[config.mk]
export PLATFORM = sky130hd
export DESIGN_NAME = nibble_frame_rx
export DESIGN_NICKNAME = d
export VERILOG_FILES = /design/src/rtl/nibble_frame_rx.sv
export SDC_FILE = /design/constraint.sdc
export NUM_CORES = 1
export LEC_CHECK = 0
export ABC_AREA = 1
export BUFFER_PORTS_ARGS = -buffer_cell sky130_fd_sc_hd__buf_2
export CAP_MARGIN = 20
export CORE_ASPECT_RATIO = 2
export CORE_MARGIN = 1
export CORE_UTILIZATION = 55
export CTS_CLUSTER_SIZE = 20
export DETAILED_ROUTE_END_ITERATION = 10
export PLACE_DENSITY = 0.74
export SYNTH_ARGS = -nofsm -noshare
export SYNTH_HDL_FRONTEND = slang
export SYNTH_SLANG_ARGS = --single-unit
[constraint.sdc]
create_clock -name sys_clock -period 6.8 [get_ports sys_clock]
set_input_delay 1.02 -clock sys_clock [delete_from_list [all_inputs] [get_ports sys_clock]]
set_output_delay 1.02 -clock sys_clock [all_outputs]
set_load 0.05 [all_outputs]
[src/rtl/nibble_frame_rx.sv]
// Nibble-stream frame receiver: finds the A/5 sync, assembles payload bytes, checks an
// 8-bit sum checksum, and releases only good frames on a byte-wide valid/ready master.
module nibble_frame_rx #(
    parameter int unsigned DEPTH = 32
) (
    input  logic        sys_clock,
    input  logic        sys_rst_n,
    input  logic [3:0]  idata,
    output logic [7:0]  m_tdata,
    output logic        m_tvalid,
    input  logic        m_tready,
    output logic        m_tlast,
    output logic        frame_ok,
    output logic        frame_err,
    output logic [1:0]  err_code,
    output logic [15:0] ok_cnt,
    output logic [15:0] err_cnt
);

    localparam int unsigned AW = $clog2(DEPTH);
    localparam int unsigned PW = AW + 1;
    localparam int unsigned CW = 5;

    typedef enum logic [2:0] {
        IDLE, SYNC, LEN, PAY_H, PAY_L, CK_H, CK_L
    } state_t;

    state_t          r_state;
    state_t          w_state_nxt;
    logic [CW-1:0]   r_cnt;
    logic [3:0]      r_hi;
    logic [7:0]      r_sum;
    logic            r_ovf;
    logic [PW-1:0]   r_wr_ptr;
    logic [PW-1:0]   r_commit_ptr;
    logic [PW-1:0]   r_rd_ptr;
    logic            r_frame_ok;
    logic            r_frame_err;
    logic [1:0]      r_err_code;
    logic [15:0]     r_ok_cnt;
    logic [15:0]     r_err_cnt;
    logic [8:0]      r_mem [DEPTH];

    logic [7:0]      w_byte;
    logic            w_full;
    logic            w_wr_en;
    logic            w_last;
    logic            w_commit;
    logic            w_valid;
    logic            w_pop;
    logic [8:0]      w_rd_word;

    assign w_byte    = {r_hi, idata};
    assign w_full    = (r_wr_ptr - r_rd_ptr) == PW'(DEPTH);
    assign w_last    = (r_cnt == CW'(1));
    assign w_valid   = (r_rd_ptr != r_commit_ptr);
    assign w_pop     = w_valid && m_tready;
    assign w_rd_word = r_mem[r_rd_ptr[AW-1:0]];

    // Next-state and per-state strobes
    always_comb begin
        w_state_nxt = r_state;
        w_wr_en     = 1'b0;
        w_commit    = 1'b0;
        case (r_state)
            IDLE:    if (idata == 4'hA) w_state_nxt = SYNC;
            SYNC: begin
                if (idata == 4'h5)      w_state_nxt = LEN;
                else if (idata != 4'hA) w_state_nxt = IDLE;
            end
            LEN:     w_state_nxt = PAY_H;
            PAY_H:   w_state_nxt = PAY_L;
            PAY_L: begin
                w_wr_en     = !w_full;
                w_state_nxt = w_last ? CK_H : PAY_H;
            end
            CK_H:    w_state_nxt = CK_L;
            CK_L: begin
                w_commit    = (w_byte == r_sum) && !r_ovf;
                w_state_nxt = IDLE;
            end
            default: w_state_nxt = IDLE;
        endcase
    end

    always_ff @(posedge sys_clock) begin
        if (!sys_rst_n) r_state <= IDLE;
        else            r_state <= w_state_nxt;
    end

    // Frame datapath, pointers and status
    always_ff @(posedge sys_clock) begin
        if (!sys_rst_n) begin
            r_cnt        <= '0;
            r_hi         <= '0;
            r_sum        <= '0;
            r_ovf        <= 1'b0;
            r_wr_ptr     <= '0;
            r_commit_ptr <= '0;
            r_rd_ptr     <= '0;
            r_frame_ok   <= 1'b0;
            r_frame_err  <= 1'b0;
            r_err_code   <= 2'b00;
            r_ok_cnt     <= '0;
            r_err_cnt    <= '0;
        end else begin
            r_frame_ok  <= 1'b0;
            r_frame_err <= 1'b0;
            if (w_pop) r_rd_ptr <= r_rd_ptr + PW'(1);
            case (r_state)
                LEN: begin
                    r_cnt <= (idata == 4'h0) ? CW'(16) : CW'(idata);
                    r_sum <= '0;
                    r_ovf <= 1'b0;
                end
                PAY_H, CK_H: r_hi <= idata;
                PAY_L: begin
                    r_sum <= r_sum + w_byte;
                    r_cnt <= r_cnt - CW'(1);
                    if (w_full) r_ovf    <= 1'b1;
                    else        r_wr_ptr <= r_wr_ptr + PW'(1);
                end
                CK_L: begin
                    if (w_commit) begin
                        r_commit_ptr <= r_wr_ptr;
                        r_frame_ok   <= 1'b1;
                        if (r_ok_cnt != 16'hFFFF) r_ok_cnt <= r_ok_cnt + 16'd1;
                    end else begin
                        // Rewind only the write side; reads of committed data continue
                        r_wr_ptr    <= r_commit_ptr;
                        r_frame_err <= 1'b1;
                        r_err_code  <= r_ovf ? 2'b10 : 2'b01;
                        if (r_err_cnt != 16'hFFFF) r_err_cnt <= r_err_cnt + 16'd1;
                    end
                end
                default: ;
            endcase
        end
    end

    always_ff @(posedge sys_clock) begin
        if (w_wr_en) r_mem[r_wr_ptr[AW-1:0]] <= {w_last, w_byte};
    end

    // Gate read data so nothing stale shows while the buffer is empty
    assign m_tvalid  = w_valid;
    assign m_tdata   = w_valid ? w_rd_word[7:0] : 8'h00;
    assign m_tlast   = w_valid & w_rd_word[8];
    assign frame_ok  = r_frame_ok;
    assign frame_err = r_frame_err;
    assign err_code  = r_err_code;
    assign ok_cnt    = r_ok_cnt;
    assign err_cnt   = r_err_cnt;

endmodule

### Word level (Yosys, flattened, before mapping)

Memory sizes are Yosys's and may differ from the RTL's. A register that Yosys moved wholly into a read port is not among the register bits.
Index checks and enable logic that the tools add are counted.

* reductions and logical operators: 16
* bitwise gates (word level): 2
* equality and inequality tests: 19
* add/subtract/negate cells: 7
* mux-type cells: 23

Operators by type and width (count)
* $add A16 B1 Y16 const B: 2
* $ne A16 B16 Y1 const B: 2
* $pmux W3 S6: 1
* $pmux W8 S2: 1
* $mux W5: 3
* $add A6 B1 Y6 const B: 2
* $mux W3: 4
* $mux W6: 2
* $pmux W6 S2: 1
* $pmux W5 S2: 1
* $reduce_and A2 Y1: 5
* $eq A3 B3 Y1 const B: 3
* $add A8 B8 Y8: 1
* $eq A8 B8 Y1: 1
* $mux W8: 1
* $mux W1: 7
* $eq A3 B2 Y1 const B: 2
* $eq A6 B6 Y1 const B: 1
* $ne A2 B2 Y1 const B: 3
* $ne A6 B6 Y1: 1
* $reduce_and A3 Y1: 2
* $sub A6 B6 Y6: 1
* $eq A5 B1 Y1 const B: 1
* $sub A5 B1 Y5 const B: 1
* 15 further kinds: 18

* register bits after elaboration: 75
* memories kept: 1
* word-level logic and storage cells: 81
* memory bits (writable): 288
* bits of input ports: 7

Memories
* r_mem: words 32, bits a word 9, rd ports 1, clocked after Yosys merged registers in 1, write ports 1, RTL line 42 `logic [8:0] r_mem [DEPTH];`

### Logic depth before layout (Yosys ltp)

* word-level depth: 6
* mapped depth: 14
* gate-level depth less buffers: 13

### Worst setup path after synthesis

Ideal clock, no wire load.

* kind: reg-to-output
* start point: register (tool-made name)
* end point: output port m_tdata[2]
* buffers on the path: 3
* cell stages (with the launch flop): 10
* path slack: 3834 ps
* arrival: 1946 ps
* data required time: 5780 ps
* cell sequence: dfxtp_1 buf_2 buf_2 clkbuf_1 nand2_1 nand3_1 nand3_1 a21oi_1 nor3_1 nor2_1

RTL lines
* end: declaration: RTL line 9 `output logic [7:0] m_tdata,`

==> impl_metrics.csv <==
group,metric,value,unit
yosys,synth_area,16440,um^2
floorplan,start_util,55.91,%
yosys,synthArstFlopShare,0,%
timing,fmax,0.2089,GHz
global_routing,grt_pass1_wl,65090,um
power_and_ir_drop,vdd_drop_max,0.2197,mV
global_routing,grt_pass1_vias,12480,
worst_setup_path,cp_common_cell,"nand2_1",
cts,clock_path_buffers,3,
floorplan,die_w,124.2,um
min_path,hp-class,"reg2reg",
timing,rsz0062_at_grt,"false",
power_and_ir_drop,p_comb_share,1.0,%
yosys,synth_area_per_cell,9.907,um^2
placed_design,port_buffers,52,
worst_setup_path,crit_arrival,3770,ps
drt,wl,41200,um
timing,hold_viol,0,
yosys,synth.top_cell.area_share,52.62,%
power_and_ir_drop,power.density,236.7,nW/um^2
floorplan,dieArea,30620,um^2
cts,cts_sinks,368,
timing,tightest_slew,1059,ps
drt,drc,0,
worst_setup_path,critPathMaxFanout,67,
worst_setup_path,critical_path.top_delay_family,"buffers and inverters",
power_and_ir_drop,p_switching,852.8,uW
worst_setup_path,crit_chain,"clkinv_2, buf_12, nand2_1, nand3_1, nand3_1, nand2_1, nand2_1, nand2_1, nor2_1, nor2_1, buf_2",
global_routing,antenna_found_initial,0,
yosys,yosys_warnings,0,
finish,final_cell_area,18230,um^2
finish,antenna_cells,0,
worst_setup_path,critPathCaptureType,"output pin",
finish,nNetsFinal,1734,
cts,cts_setup_buffers,0,
timing,period_needed,4787,ps
yosys,syn_inst,1659,
placed_design,gp_congestion,0.8906,
yosys,synth_nets,1688,
placed_design,dp_cells,2036,
drt,wl_per_cell,19.69,um
placed_design,dpl_cell_area,17130,um^2
floorplan,num_rows,89,
drt,vias_per_cell,5.938,
floorplan,core-area,29400,um^2
status,outcome,"complete, no violations",
finish,syn_to_final_growth,10.92,%
worst_setup_path,start_kind,"flip-flop",
cts,cts_made_buffers,30,
finish,drive_above_1_share,11.05,%
drt,drt_iter0_markers,1090,
timing,min_period_over_period,70.40,%
cts,cts_hold_buf,0,
yosys,yosysMostFrequentCell,"nand2_1",
timing,setup_violations,0,
cts,tritoncts,"done",
worst_setup_path,crit_required,5780,ps
yosys,ys_seq_area_share,62.36,%
timing,whs,473.8,ps
global_routing,grt_start_max_net_pins,103,
drt,via_count,12420,
floorplan,die_h,246.5,um
timing,max_slew_margin,29.41,%
yosys,synthTopCellsByArea,"edfxtp_1 53%, dfxtp_1 9.7%, nand2_1 7.4%",
floorplan,ios,53,
worst_setup_path,max_stage_delay,830,ps
cts,cts_max_level,1,
worst_setup_path,crit_slowest_cell,"clkinv_2",
power_and_ir_drop,p_clk_share,43.3,%
drt,dr.pass1.iters,5,
yosys,synth_edf_count,288,
worst_setup_path,cp_num_buf_inv,3,
worst_setup_path,path_class,"reg2out",
placed_design,hpwl,26340,um
global_routing,overflow,0,
power_and_ir_drop,seq_power_share,55.7,%
yosys,ys_ff_latch,368,
timing,skew,19.57,ps
power_and_ir_drop,swShare,19.76,%
timing,setup_tns,0,ps
drt,final_antenna_net_count,0,
timing,slew_viol_final,0,
global_routing,grtUsageTotal,27.16,%
yosys,synth_largest_area_cell,"edfxtp_1",
cts,ctsRootBufferMaster,"clkbuf_16",
yosys,synth_flop_cell,"edfxtp_1",
run,cap_violations,0,
cts,clk_latency,580,ps
power_and_ir_drop,leakagePower,6.637,nW
yosys,ys_types,40,
power_and_ir_drop,intPower,3.463,mW
cts,clk_pin_slew,70,ps
yosys,synth_common_cells,"323 x nand2_1, 288 x edfxtp_1, 219 x nor2_1",
cts,cts_resized,0,
finish,fin_cells,2092,
-- cell type report --
class / instances / area (um^2)
Tap cell: 364 / 455.4
Timing Repair Buffer: 96 / 643.1
Sequential cell: 368 / 10250
Clock inverter: 21 / 266.5
Multi-Input combinational cell: 1105 / 5411
Inverter: 104 / 394.1
Clock buffer: 34 / 807.0
Fill cell: 2409 / 11170
-- metal layers --
metal	vias up	track usage [%]	share of wire, %
met3	126	2.714	5.2
met4	0	16.37	5.4
met5	-	0	0
li1	5791	-	-
met2	506	50.52	53
met1	6000	29.48	36
-- stage by stage --
step	power (mW)	util [%]	setup slack (ps)
2_1_floorplan	2.471	-	3834
3_3_place_gp	2.493	58.15	2688
5_1_grt	4.418	62.01	1712
4_1_cts	4.337	61.92	1998
3_5_place_dp	2.496	58.27	2621
6_report	4.316	62.01	2013
-- cells in the final DEF (no fill, tap or decap), drive strengths merged --
| master | count |
|---|---|
| a211oi | 1 |
| a21oi | 79 |
| a31oi | 1 |
| a41oi | 1 |
| buf | 96 |
| bufinv | 5 |
| clkbuf | 34 |
| clkinv | 19 |
| clkinvlp | 3 |
| dfxtp | 80 |
| edfxtp | 288 |
| fa | 1 |
| ha | 21 |
| inv | 98 |
| nand2 | 336 |
| nand3 | 187 |
| nand3b | 2 |
| nand4 | 16 |
| nor2 | 223 |
| nor3 | 53 |
| o2111ai | 1 |
| o211ai | 25 |
| o21a | 1 |
| o21ai | 112 |
| o22ai | 11 |
| or2 | 2 |
| xnor2 | 6 |
| xor2 | 26 |
-- final timing paths --
kind | start | endpoint | slack, ps | depth (start not counted)
worst max register to register | r_state[0]$_SDFFE_PN0P_ | r_mem[25][0]$_DFFE_PP_ | 3630 | 6
worst max-delay path | flip-flop | m_tdata[6] | 2010 | 11
worst min register to register | r_sum[0]$_SDFFE_PN0P_ | r_sum[0]$_SDFFE_PN0P_ | 470 | 2
worst min-delay path | r_sum[0]$_SDFFE_PN0P_ | r_sum[0]$_SDFFE_PN0P_ | 470 | 2
-- cells by family after synthesis --
group / Yosys count / synth area share [%]
and+or+nand+nor: 819 / 21.51
DFF: 368 / 62.36
AOI/OAI and AO/OA: 232 / 7.841
buffers and inverters: 186 / 4.743
xor gates and xnor gates: 32 / 1.819
adders and majority gates: 22 / 1.720
-- state kept, by name (all words and copies together), names as in the netlist, named ones only --
name          flops
err_cnt          16
err_code          2
frame_err         1
frame_ok          1
ok_cnt           16
r_cnt             5
r_commit_ptr      6
r_hi              4
r_mem           288
r_ovf             1
r_rd_ptr          6
r_state           3
r_sum             8
r_wr_ptr          6
-- power by group through the flow --
stage,combinational (mW),clock (mW),sequential [mW]
after CTS,0.0427,1.89,2.40
after global routing,0.0461,1.97,2.40
after global placement,0.0394,0,2.45
final,0.0431,1.87,2.40
after detailed placement,0.0427,0,2.45
after floorplan,0.0171,0,2.45
-- worst reg2reg max path, delay by kind of cell, from the launching register on --
family	cells	cell delay [ps]
buffers and inverters	3	850
DFF	1	360
and+or+nand+nor	3	1660
No activity file was read; power rests on OpenSTA's default activity.
